--- config.mk ---
export PLATFORM = sky130hd
export DESIGN_NAME = reg_file_mp
export DESIGN_NICKNAME = d
export VERILOG_FILES = /design/src/rtl/reg_file_mp.sv
export SDC_FILE = /design/constraint.sdc
export NUM_CORES = 1
export LEC_CHECK = 0
export CAP_MARGIN = 20
export CORE_MARGIN = 4
export CORE_UTILIZATION = 48
export CTS_CLUSTER_DIAMETER = 100
export CTS_CLUSTER_SIZE = 28
export DETAILED_ROUTE_END_ITERATION = 7
export DONT_BUFFER_PORTS = 1
export PLACE_DENSITY_LB_ADDON = 0.05
export REMOVE_ABC_BUFFERS = 1
export SETUP_SLACK_MARGIN = 0.15
export SYNTH_ARGS = -nofsm -noshare
export SYNTH_HDL_FRONTEND = slang
export SYNTH_SLANG_ARGS = --single-unit
--- constraint.sdc ---
create_clock -name clk -period 3.3 [get_ports clk]
set_input_delay 0.495 -clock clk [delete_from_list [all_inputs] [get_ports clk]]
set_output_delay 0.495 -clock clk [all_outputs]
set_load 0.02 [all_outputs]
--- src/rtl/reg_file_mp.sv ---
// reg_file_mp: multi-port register file with dual writeback, write-through bypass, PC alias and pending-write scoreboard
// Ports:
//   clk, rst                 clock and synchronous active-high reset
//   we_a/wa_a/wd_a           write port A (ALU writeback)
//   we_b/wa_b/wd_b           write port B (load writeback), wins address collisions
//   ra  [NRD*ADDR_W]         read addresses, port i at [i*ADDR_W +: ADDR_W]
//   pc_in                    value returned for reads of the top address
//   rd  [NRD*WIDTH]          combinational read data, port i at [i*WIDTH +: WIDTH]
//   issue_v/issue_addr       destination register of the issuing instruction
//   busy_o [NRD]             read register has an outstanding write
module reg_file_mp #(
    parameter int WIDTH  = 32,
    parameter int ADDR_W = 4,
    parameter int NRD    = 3
) (
    input  logic                  clk,
    input  logic                  rst,
    input  logic                  we_a,
    input  logic [ADDR_W-1:0]     wa_a,
    input  logic [WIDTH-1:0]      wd_a,
    input  logic                  we_b,
    input  logic [ADDR_W-1:0]     wa_b,
    input  logic [WIDTH-1:0]      wd_b,
    input  logic [NRD*ADDR_W-1:0] ra,
    input  logic [WIDTH-1:0]      pc_in,
    output logic [NRD*WIDTH-1:0]  rd,
    input  logic                  issue_v,
    input  logic [ADDR_W-1:0]     issue_addr,
    output logic [NRD-1:0]        busy_o
);
    localparam int NREG = 2 ** ADDR_W;
    localparam logic [ADDR_W-1:0] PC = ADDR_W'(NREG - 1);
    logic [WIDTH-1:0] regs [NREG-1];
    logic [NREG-2:0]  busy;
    logic [NREG-2:0]  busy_nxt;
    logic             wr_a;
    logic             wr_b;
    logic             iss;
    always_comb begin
        wr_a = we_a && wa_a != PC;
        wr_b = we_b && wa_b != PC;
        iss  = issue_v && issue_addr != PC;
    end
    // Clears first, then the issue set so a new producer supersedes a retiring one.
    always_comb begin
        busy_nxt = busy;
        if (wr_a) busy_nxt[wa_a] = 1'b0;
        if (wr_b) busy_nxt[wa_b] = 1'b0;
        if (iss) busy_nxt[issue_addr] = 1'b1;
    end
    // Port B is written last so it wins a same-address collision.
    always_ff @(posedge clk) begin
        if (rst) begin
            for (int k = 0; k < NREG - 1; k++) regs[k] <= '0;
            busy <= '0;
        end else begin
            if (wr_a) regs[wa_a] <= wd_a;
            if (wr_b) regs[wa_b] <= wd_b;
            busy <= busy_nxt;
        end
    end
    for (genvar i = 0; i < NRD; i++) begin : g_rd
        logic [ADDR_W-1:0] a;
        logic              byp_a;
        logic              byp_b;
        always_comb begin
            a     = ra[i*ADDR_W +: ADDR_W];
            byp_a = !rst && we_a && wa_a == a;
            byp_b = !rst && we_b && wa_b == a;
            rd[i*WIDTH +: WIDTH] = a == PC ? pc_in : byp_b ? wd_b : byp_a ? wd_a : regs[a];
            busy_o[i] = !rst && a != PC && !byp_a && !byp_b && busy[a];
        end
    end
endmodule

==> summary.md <==
| Metric | Value |
|---|---|
| Worst min path class | input port to flop |
| Status | completed |
| Gr usage total | a little under two fifths |
| Routed wire per std cell | 43.2 µm |
| Largest net degree at the start of global routing | 139 |
| Post-route insts no fill | 3507 |
| Worst EP required | ~2.8 ns |
| Reg2reg setup slack | 2.28 ns |
| LEAKAGE | 12.5 nW |
| Vias | 28600 |
| Synth top area cells | edfxtp_1, mux4_2, a22o_1 |
| RSZ-0062 raised after global routing | false |
| Clock sinks | between 500 and 600 |
| Area growth from synthesis to layout | 6.12% |
| MaxCap Viol Count | 0 |
| Worst r2r dst | busy[3]$_SDFF_PP0_ |
| Placed cell count | 3420 |
| Top-area cell type share of the netlist area | between 40% and 50% |
| Final setup vio count | 0 |
| Worst Skew | 0 ns |
| Syn_area_per_cell | 13.1 µm² |
| Total Neg Setup Slack | 0 ns |
| Gp weighted congestion | 0.890 |
| Synthesis-stage register bit count | 527 |
| Async SR Flop Fraction | 0% |
| Fillers | about 6300 |
| Routing usage on met1 | 50.3% |
| Avg Vias per Cell | roughly 8 |
| Slew at the pin closest to its max-slew limit | 0.874 ns |
| Die height | approximately 280 µm |
| Worst Setup SP | ra[5] |
| Pwr per Cell Area | 405 mW/mm² |
| Reg-to-Reg Start | busy[3]$_SDFF_PP0_ |
| Gr ovfl total | 0 |
| Post-synth top flop | edfxtp_1 |
| Number of remaining DRC errors | 0 |
| DR iter-0 viols | 4668 |
| Met3 usage | 13.0% |
| Share of layout cells above drive strength 1 | 26.5% |
| Post-synth cell types | 48 |
| Final Critical Period | 3.15 ns |
| Root buffer cell | clkbuf_16 |
| Final WL | 151000 µm |
| Worst R2R Path Depth | 2 |
| Place WS | 0.383 ns |
| Grt met2 use | 55.6% |
| Post-CTS setup repair buffer count | 0 |
| Worst vdd ir | 0.319 mV |
| Core area | roughly 0.075 mm² |
| Max Root-Sink Buffers | 3 |
| Die width | roughly 280 µm |
| Period Utilization, post-route | 95.3% |
| CTS Buf Count | 28 |
| Clk_lat worst skew | between 0.6 and 0.7 ns |
| Cells after Synth | 2764 |
| Hold_ws | 0.0265 ns |
| CP Max Fanout | 137 |
| Register area share after synthesis | 43.4% |
| Worst Setup End Kind | output port |
| I/O pins | approximately 220 |
| Number of global-route vias before repair | between 20000 and 30000 |
| IO buf count | 0 |
| # H-tree levels | 1 |
| Top-count cell post-synth | edfxtp_1 |
| Layout Nets | 2640 |
| First-pass GRT wire length | 211000 µm |
| Drt pass-1 iters | 6 |
| F_max | 318 MHz |
| Initial Util | 48.5% |
| Dpl hpwl | 81300 µm |
| YS warnings | 0 |
| Fin. Hold Viols | 0 |
| Post-Synthesis Cell Area | approximately 0.036 mm² |
| Startpoint Class | input port |
| Fin. max-slew vios | 0 |
| Setup WS post-layout | 0.155 ns |
| Post-synth EDFFs | 512 |
| DRT antenna net count | 0 |
| CTS clock-pin slew for the worst setup and hold paths | 0.09 ns |
| GRT Max-Usage Layer | met2 |
| Antenna violations before repair | 1 |
| Crit path to | rd[39] |
| CTS tree | yes |
| Slew Limit Headroom | a little over two fifths |
| CP Class | input port to output port |
| Row cnt | 100 |
| Crit path DAT | 2.65 ns |
| Die area | 0.0797 mm² |
| Post-synth top cells | edfxtp_1, a22o_1, mux4_2 |
| Cell taking the most area after synthesis | edfxtp_1 |
sequential cells by signal, indices dropped and copies added (netlist names):
name and cells:
regs 512, busy 15
cell type report:
cell class | count | area (µm²) | area share [%]
antenna | 4 | 10.0 | 0.0261
clock buffer | 29 | 726 | 1.89
clock inverter | 20 | 256 | 0.669
inverter | 17 | 63.8 | 0.166
multi-input combinational | 1793 | 18900 | 49.2
sequential | 527 | 15700 | 40.9
tap | 969 | 1210 | 3.16
timing repair buffer | 148 | 1530 | 4.00
routing by layer:
metal  share of wire, %  wire, µm
met3                 15     22600
met5              0.098       149
met1                 36     54200
met2                 44     67200
met4                4.8      7320
logic make-up (layout without fill, tap and decap cells):
| family | Yosys count | in the layout | share of synthesized area (%) |
|---|---|---|---|
| buf+inv | 475 | 214 | 5.57 |
| compound gates | 887 | 887 | 20.4 |
| mux | 402 | 402 | 24.7 |
| simple gates | 450 | 450 | 5.40 |
| other cells | 1 | 36 | 0.0104 |
| xor+xnor | 22 | 22 | 0.533 |
| flops | 527 | 527 | 43.4 |
cells in the final DEF (no fill, tap or decap), types with 29 or more instances in the layout:
cell / instances
a21oi_1: 96
a22o_1: 480
a22oi_1: 190
buf_4: 87
clkbuf_16: 29
conb_1: 32
dlygate4sd3_1: 34
edfxtp_1: 512
mux4_2: 393
nand2_1: 102
nor2_1: 222
o221a_1: 52
o221a_2: 43
worst max-delay path, stage by stage:
cell,delay (ns)
xor2_1,0.29
nor3_1,0.28
nand3_1,0.11
or3_2,0.51
buf_4,0.29
o221a_1,0.40
stage by stage:
stage | instance area, µm² | total power (W) | utilization, %
after floorplan | 34300 | 0.0103 | -
after detailed placement | 37000 | 0.0112 | 49.6
after CTS | 38300 | 0.0155 | 51.4
after global placement | 37000 | 0.0111 | 49.6
after global routing | 38300 | 0.0160 | 51.4
final | 38300 | 0.0155 | 51.4
what timing repair did:
item                      in CTS  in global routing
resized for setup              0                  0
hold buffers                  34                  0
hold endpoints to repair      34                  0
power breakdown:
group / internal [W] / switching (W) / total [W]
Sequential: 0.00782 / 0.000319 / 0.00814
Combinational: 0.00146 / 0.00158 / 0.00304
Clock: 0.00180 / 0.00256 / 0.00436
Total: 0.0111 / 0.00446 / 0.0155
worst min path at each step:
stage | startpoint | endpoint | slack [ns] | cells past startpoint
after floorplan | busy[2]$_SDFF_PP0_ | busy[2]$_SDFF_PP0_ | 0.46 | 2
after global placement | busy[2]$_SDFF_PP0_ | busy[2]$_SDFF_PP0_ | 0.48 | 2
after detailed placement | busy[11]$_SDFF_PP0_ | busy[11]$_SDFF_PP0_ | 0.50 | 2
after CTS | issue_addr[0] | busy[3]$_SDFF_PP0_ | 0.005 | 2
after global routing | issue_addr[0] | busy[3]$_SDFF_PP0_ | 0.02 | 2
final | issue_addr[0] | busy[3]$_SDFF_PP0_ | 0.03 | 2
No activity file was read; power rests on OpenSTA's default activity.
